[src/rtl/branch_target_predictor.sv]
// branch_target_predictor
//
// Fetch-stage branch predictor: a direct-mapped branch target buffer with a
// saturating direction counter per entry. The lookup is combinational and
// drives the fetch predict-select (0 = STD next PC, 1 = PDT predicted target).
// The resolving stage trains the table with actual outcomes, one branch per
// cycle. Two saturating performance counters track resolved branches and
// mispredicts.
//
// Ports:
//   CLK              clock, all state updates on the rising edge
//   RST              asynchronous active-high reset
//   lkup_pc          fetch PC to predict
//   pred_sel         0 = STD, 1 = PDT
//   pred_target      predicted target, 0 whenever pred_sel = 0
//   upd_en           a resolved branch is presented this cycle
//   upd_pc           PC of the resolved branch
//   upd_taken        actual direction
//   upd_target       actual taken target
//   upd_mispredict   resolving stage flushed for this branch (qualified by upd_en)
//   stat_branches    saturating resolved-branch count
//   stat_mispredicts saturating mispredict count
//
// ENTRIES must be a power of two and at least 2; CTR_W must be at least 1.

module branch_target_predictor #(
   parameter int unsigned PC_W    = 32,
   parameter int unsigned ENTRIES = 16,
   parameter int unsigned CTR_W   = 2,
   parameter int unsigned STAT_W  = 32
) (
   input  logic              CLK,
   input  logic              RST,
   input  logic [PC_W-1:0]   lkup_pc,
   output logic              pred_sel,
   output logic [PC_W-1:0]   pred_target,
   input  logic              upd_en,
   input  logic [PC_W-1:0]   upd_pc,
   input  logic              upd_taken,
   input  logic [PC_W-1:0]   upd_target,
   input  logic              upd_mispredict,
   output logic [STAT_W-1:0] stat_branches,
   output logic [STAT_W-1:0] stat_mispredicts
);

   localparam int unsigned IDX_W = $clog2(ENTRIES);
   localparam int unsigned TAG_W = PC_W - IDX_W - 2;

   // Counter encodings: all ones, weakly-not-taken (0 then ones) and
   // weakly-taken (1 then zeros). For CTR_W = 1 these collapse to 1 / 0 / 1.
   localparam logic [CTR_W-1:0] CTR_MAX = {CTR_W{1'b1}};
   localparam logic [CTR_W-1:0] CTR_WNT = CTR_MAX >> 1;
   localparam logic [CTR_W-1:0] CTR_WT  = ~CTR_WNT;
   localparam logic [STAT_W-1:0] STAT_MAX = {STAT_W{1'b1}};

   // ------------------------------------------------------------------
   // Table storage (flip-flops only)
   // ------------------------------------------------------------------
   logic             valid_q  [ENTRIES];
   logic [TAG_W-1:0] tag_q    [ENTRIES];
   logic [PC_W-1:0]  target_q [ENTRIES];
   logic [CTR_W-1:0] ctr_q    [ENTRIES];

   logic             valid_d  [ENTRIES];
   logic [TAG_W-1:0] tag_d    [ENTRIES];
   logic [PC_W-1:0]  target_d [ENTRIES];
   logic [CTR_W-1:0] ctr_d    [ENTRIES];

   logic [STAT_W-1:0] stat_branches_q, stat_branches_d;
   logic [STAT_W-1:0] stat_mispredicts_q, stat_mispredicts_d;

   // ------------------------------------------------------------------
   // Address decomposition; pc[1:0] carries no information
   // ------------------------------------------------------------------
   logic [IDX_W-1:0] lkup_idx;
   logic [TAG_W-1:0] lkup_tag;
   logic [IDX_W-1:0] upd_idx;
   logic [TAG_W-1:0] upd_tag;
   logic             unused_pc_lsbs;

   assign lkup_idx       = lkup_pc[IDX_W+1:2];
   assign lkup_tag       = lkup_pc[PC_W-1:IDX_W+2];
   assign upd_idx        = upd_pc[IDX_W+1:2];
   assign upd_tag        = upd_pc[PC_W-1:IDX_W+2];
   assign unused_pc_lsbs = ^{lkup_pc[1:0], upd_pc[1:0]};

   // ------------------------------------------------------------------
   // Lookup: reads registered state only, so a same-cycle update to the
   // same index is not bypassed and becomes visible one cycle later.
   // ------------------------------------------------------------------
   logic lkup_hit;

   always_comb begin
      lkup_hit    = valid_q[lkup_idx] && (tag_q[lkup_idx] == lkup_tag);
      pred_sel    = lkup_hit && ctr_q[lkup_idx][CTR_W-1];
      pred_target = pred_sel ? target_q[lkup_idx] : '0;
   end

   // ------------------------------------------------------------------
   // Training next-state
   // ------------------------------------------------------------------
   logic             upd_hit;
   logic [CTR_W-1:0] upd_ctr;

   assign upd_hit = valid_q[upd_idx] && (tag_q[upd_idx] == upd_tag);
   assign upd_ctr = ctr_q[upd_idx];

   always_comb begin
      for (int i = 0; i < ENTRIES; i++) begin
         valid_d[i]  = valid_q[i];
         tag_d[i]    = tag_q[i];
         target_d[i] = target_q[i];
         ctr_d[i]    = ctr_q[i];
      end

      if (upd_en) begin
         if (upd_hit) begin
            if (upd_taken) begin
               if (upd_ctr != CTR_MAX) begin
                  ctr_d[upd_idx] = upd_ctr + 1'b1;
               end
               target_d[upd_idx] = upd_target;
            end else if (upd_ctr != '0) begin
               ctr_d[upd_idx] = upd_ctr - 1'b1;
            end
         end else if (upd_taken) begin
            // Allocate, evicting whatever aliased into this slot.
            valid_d[upd_idx]  = 1'b1;
            tag_d[upd_idx]    = upd_tag;
            target_d[upd_idx] = upd_target;
            ctr_d[upd_idx]    = CTR_WT;
         end
      end
   end

   // ------------------------------------------------------------------
   // Statistics next-state, saturating
   // ------------------------------------------------------------------
   always_comb begin
      stat_branches_d    = stat_branches_q;
      stat_mispredicts_d = stat_mispredicts_q;
      if (upd_en) begin
         if (stat_branches_q != STAT_MAX) begin
            stat_branches_d = stat_branches_q + 1'b1;
         end
         if (upd_mispredict && (stat_mispredicts_q != STAT_MAX)) begin
            stat_mispredicts_d = stat_mispredicts_q + 1'b1;
         end
      end
   end

   // ------------------------------------------------------------------
   // State registers
   // ------------------------------------------------------------------
   always_ff @(posedge CLK or posedge RST) begin
      if (RST) begin
         for (int i = 0; i < ENTRIES; i++) begin
            valid_q[i]  <= 1'b0;
            tag_q[i]    <= '0;
            target_q[i] <= '0;
            ctr_q[i]    <= CTR_WNT;
         end
         stat_branches_q    <= '0;
         stat_mispredicts_q <= '0;
      end else begin
         for (int i = 0; i < ENTRIES; i++) begin
            valid_q[i]  <= valid_d[i];
            tag_q[i]    <= tag_d[i];
            target_q[i] <= target_d[i];
            ctr_q[i]    <= ctr_d[i];
         end
         stat_branches_q    <= stat_branches_d;
         stat_mispredicts_q <= stat_mispredicts_d;
      end
   end

   assign stat_branches    = stat_branches_q;
   assign stat_mispredicts = stat_mispredicts_q;

endmodule

[config.mk]
export PLATFORM = sky130hd
export DESIGN_NAME = branch_target_predictor
export DESIGN_NICKNAME = d
export VERILOG_FILES = /design/src/rtl/branch_target_predictor.sv
export SDC_FILE = /design/constraint.sdc
export NUM_CORES = 2
export LEC_CHECK = 0
export CAP_MARGIN = 20
export CORE_ASPECT_RATIO = 0.9
export CORE_MARGIN = 1.5
export CORE_UTILIZATION = 30
export CTS_CLUSTER_SIZE = 14
export DETAILED_ROUTE_END_ITERATION = 16
export PLACE_DENSITY_LB_ADDON = 0.08
export SYNTH_ARGS = -nofsm -noshare
export SYNTH_HDL_FRONTEND = slang
export SYNTH_SLANG_ARGS = --single-unit
[constraint.sdc]
create_clock -name CLK -period 75.1 [get_ports CLK]
set_input_delay 7.51 -clock CLK [delete_from_list [all_inputs] [get_ports CLK]]
set_output_delay 7.51 -clock CLK [all_outputs]
set_load 0.01 [all_outputs]
* After elaboration in Yosys (flattened, before gate mapping)
Cells that the tools add are included.
** Storage, ports and cells
- Input bits :: 101
- Register bits after elaboration :: 1040
- Output and inout port bits :: 97
** Cells by class
- Bitwise gates (word level) :: 7
- Equal/unequal tests :: 6
- $add $sub $neg :: 4
- Multiplexer cells :: 39
- Reduce and logical (&&, ||, !) cells :: 13
- Magnitude comparators :: 3
** Operators with widths (number)
- $bwmux W512 :: 1
- $bwmux W416 :: 1
- $mux W32 :: 9
- $bmux W26 S4 :: 2
- $mux W26 :: 5
- $bmux W32 S4 :: 1
- $demux W32 S4 :: 1
- $demux W26 S4 :: 1
- $add A32 B1 Y32 const B :: 2
- $bwmux W32 :: 2
- $ne A32 B32 Y1 const B :: 2
- $eq A26 B26 Y1 :: 2
- $or A16 B16 Y16 :: 2
- $and A16 B16 Y16 :: 1
- $bmux W2 S4 :: 2
- $not A16 Y16 :: 1
- $ge A5 B5 Y1 const B :: 2
- $mux W2 :: 5
- $not A4 Y5 :: 2
- $bmux W1 S4 :: 2
- $demux W2 S4 :: 1
- $reduce_and A2 Y1 :: 3
- $reduce_bool A2 Y1 :: 3
- $logic_and A1 B1 Y1 :: 5
- 10 further kinds :: 14

* Longest topological paths before layout
- Word-level depth :: 9
- Depth in mapped cells :: 17

* Worst setup path after synthesis
OpenSTA, ideal clock, no wires.
- Path kind :: input to output
- From :: input lkup_pc[2]
- To :: output pred_target[10]
- Stages :: 12
- Data arrival time :: 10.720 ns
- Buffers on the path :: 5
- Required time :: 67.590 ns
- Setup slack :: 56.870 ns
- Cells stage by stage :: clkbuf_1 buf_2 buf_1 clkbuf_1 mux4_2 mux4_2 xnor2_1 o211ai_1 nor4_1 nand4_1 clkbuf_1 nor2b_1
** On the way
- Longest elaborated chain between the ends :: 8
- Elaborated cells on any way between the ends :: 17
- Those cells by class :: eq/ne (1); mux (13); bitwise (1); reduce/logical (2)
** Ends and longest elaborated chain
- from (decl) :: line 34 : input logic [PC_W-1:0] lkup_pc,
- $not A4 Y5 (implied by the code) * :: line 94, 95, 96
- $bmux W26 S4 :: line 94 : lkup_hit = valid_q[lkup_idx] && (tag_q[lkup_idx] == lkup_tag);
- $mux W26 (implied by the code) (2 in a row) :: line 94
- $eq A26 B26 Y1 :: line 94
- $logic_and A1 B1 Y1 :: line 94
- $logic_and A1 B1 Y1 :: line 95 : pred_sel = lkup_hit && ctr_q[lkup_idx][CTR_W-1];
- $mux W32 * :: line 96 : pred_target = pred_sel ? target_q[lkup_idx] : '0;
- to (decl) :: line 36 : output logic [PC_W-1:0] pred_target,
Mark *: on every way between the ends. The rest lies on a longest branch, timed or not. The select of a mux whose other input is x is not followed.

* Worst setup path after layout
- From :: input lkup_pc[2]
- To :: output pred_target[7]
Same word-level chain as after synthesis.

==> impl_results.md <==
- Worst path cell trace: buf_8 > buf_12 > mux4_2 > mux4_2 > xnor2_1 > nand4_1 > nor4_1 > nand4_1 > buf_4 > nor2b_1 > clkdlybuf4s50_1
- IO Count: 198
- CTS Sinks: 1040
- CP Data Required Time: around 68 ns
- Avg Cell Area, Syn: 13.8 um2
- Layout cells sized above 1: 0.386
- Most used DFF post-synth: dfrtp_1
- Clock skew after layout: a little over 0.03 ns
- Cells after Synth: 3733
- CTS tree: done
- GP Congestion: 0.748
- Synth Warn #: 0
- Hpwl dp: 92200 um
- Startpoint Class: input port
- TritonRoute pass-1 iters: 5
- RSZ-0062 raised after global routing: false
- Sequential element share of the synthesized area: 0.505
- Most common cell after layout, fill and taps aside: dfrtp_1
- FP Rows: 144
- CP top delay family: buffers and inverters
- Clock latency on the worst-skew pair: between 0.7 and 0.8 ns
- Crit share post-route: 0.269
- Number of synthesized flops with an enable pin: 0
- Die area: 174000 um2
- CP arrival: approximately 13 ns
- Min cycle time layout: 20.17 ns
- Pwr Density: 27.7 nW/um2
- Final max-slew violation count: 0
- CP Class: in2out
- TNS Setup: 0 ns
- Vias in the first global route: 33617
- Core area: 171000 um2
- Drt wl/cell: 26.9 um
- Tot GR Track Use: 0.194
- Filler cells: between 15000 and 20000
- Critical Path End Type: output pin
- Maxcap violations: 0
- Met1 GRT Util: 0.283
- Detailed Route WL: 167000 um
- Cell area after synthesis: 51600 um2
- Worst slew pin tran: approximately 1.0 ns
- Synth cell types: 65
- VDD IR-drop max: roughly 0.000013 V
- Clk slew on worst S/H paths: 0.05 ns
- Worst path slowest cell: nor4_1
- Global routing usage on met3: 0.0316
- I/O Buffers: 193
- Largest net degree at the start of global routing: ~160
- Pre-CTS setup slack: 54.72 ns
- Top Usage Layer GRT: met2
- Via-to-Cell Ratio: approximately 5.2
- Die X: 440 um
- Asr flop ratio synth: 1.00
- CTS Buf Count: 130
- First-pass GRT wire length: 247000 um
- Cts hold-fix bufs: 0
- Post-CTS Setup Bufs: 0
- Critical path buffers and inverters: 4
- Die Span Y: between 300 and 400 um
- Fmax achieved: 49.6 MHz
- Clock Root Buffer: clkbuf_16
- DR vias: 31954
- Fin. Hold Viols: 0
- Initial drt markers: 2025
- Final setup viols: 0
- CTS H-Tree Depth: 4
- Max_slew headroom: 0.318
- DR DRC count: 0
- Yosys reg bits: roughly 1000
- Grt ovf: 0
- Final WS setup: between 50 and 60 ns
- Nets: 3927
- Hold Crit Class: reg2reg
- Most frequent cells in the layout: 1024 x dfrtp_1, 778 x mux2_2, 632 x nand2_1
- Antenna violations before repair: 16
- Met2 Use GR: 0.298
- Syn Nets: 3838
- LEAKAGE: 26.1 nW
- Worst Path Max Fanout: 99
- Synthesis-to-layout area growth: 16.3%
- Max stage delay on crit path: around 0.70 ns
- Cts repair resizes: 0
- Status: completed
- Antenna-violating nets left: 0
- Max clock buf depth: 3
- Initial core utilization: 0.302
[worst min-delay path, stage by stage (launching register included)]
cell	delay [ns]
dfrtp_1	0.33
nand2_1	0.05
nand2_1	0.05
[state kept, by name (all words and copies together), names as in the netlist]
name and flops:
ctr_q 32, stat_branches 32, stat_mispredicts 32, tag_q 416, target_q 512, valid_q 16
[layer usage]
metal  up-vias  wire [um]
li1      13822          -
met1     17269      79900
met2       639      76800
met3       218       6670
met4         6       3420
met5         -         40
[synth_stat cells (all sizes together), types with 13 or more instances]
master,instances,area (um2)
xnor2,75,657
a22oi,21,158
a211oi,13,108
o2bb2ai,14,160
xor2,38,333
nand3,49,255
nor2,22,87.6
nor3,19,106
mux2,789,8880
o21ai,14,70.1
nand4,24,150
nor2b,42,263
buf,110,649
and3,15,93.8
mux4,379,8540
nand2,649,2510
dfrtp,1024,25600
clkbuf,200,751
mux2i,80,801
nand2b,20,125
dfstp,16,420
[power by group]
group          internal [W]  total (W)  switching [W]
Clock              0.000378   0.000637       0.000259
Combinational      0.000170   0.000293       0.000123
Sequential         0.000665   0.000731      0.0000661
Total               0.00121    0.00166       0.000448
[worst paths after layout]
check                               from              to  slack (ns)  cells after the start
max                           lkup_pc[2]  pred_target[7]       54.93                     11
min                        target_q[105]   target_q[105]        0.47                      2
max reg2reg                   tag_q[257]       ctr_q[15]       70.20                     10
min reg2reg                target_q[105]   target_q[105]        0.47                      2
max in group asynchronous            RST   target_q[183]       64.81                      5
min in group asynchronous            RST     target_q[2]        7.33                      2
[cell type report]
class | instances | area [um2] | share of cell area
Tap cell | 2263 | 2830 | 0.0472
Timing Repair Buffer | 267 | 2580 | 0.0429
Clock buffer | 191 | 3830 | 0.0638
Antenna cell | 7 | 17.5 | 0.000292
Multi-Input combinational cell | 2365 | 24200 | 0.403
Sequential cell | 1040 | 26000 | 0.434
Inverter | 18 | 75.1 | 0.00125
Clock inverter | 41 | 472 | 0.00786
[per-stage QoR]
step | instances | utilization | area [um2] | total power, W | hold WS (ns)
after floorplan | 3733 | - | 51600 | 0.000943 | 0.440
after global placement | 5952 | 0.326 | 55700 | 0.00103 | 0.456
after detailed placement | 5952 | 0.326 | 55700 | 0.00104 | 0.458
after CTS | 6184 | 0.351 | 60000 | 0.00169 | 0.473
after global routing | 6187 | 0.351 | 60000 | 0.00174 | 0.483
final | 6192 | 0.351 | 60000 | 0.00166 | 0.469
[logic make-up after synthesis]
family	share of synthesized area
AO/OA/AOI/OAI	0.0186
XOR/XNOR	0.0192
adder cells (fa/ha/maj)	0.000970
buffers and inverters	0.0285
flip-flops	0.505
multiplexers	0.353
AND/OR/NAND/NOR	0.0746
Note: power is estimated with default switching activity, not from simulation.
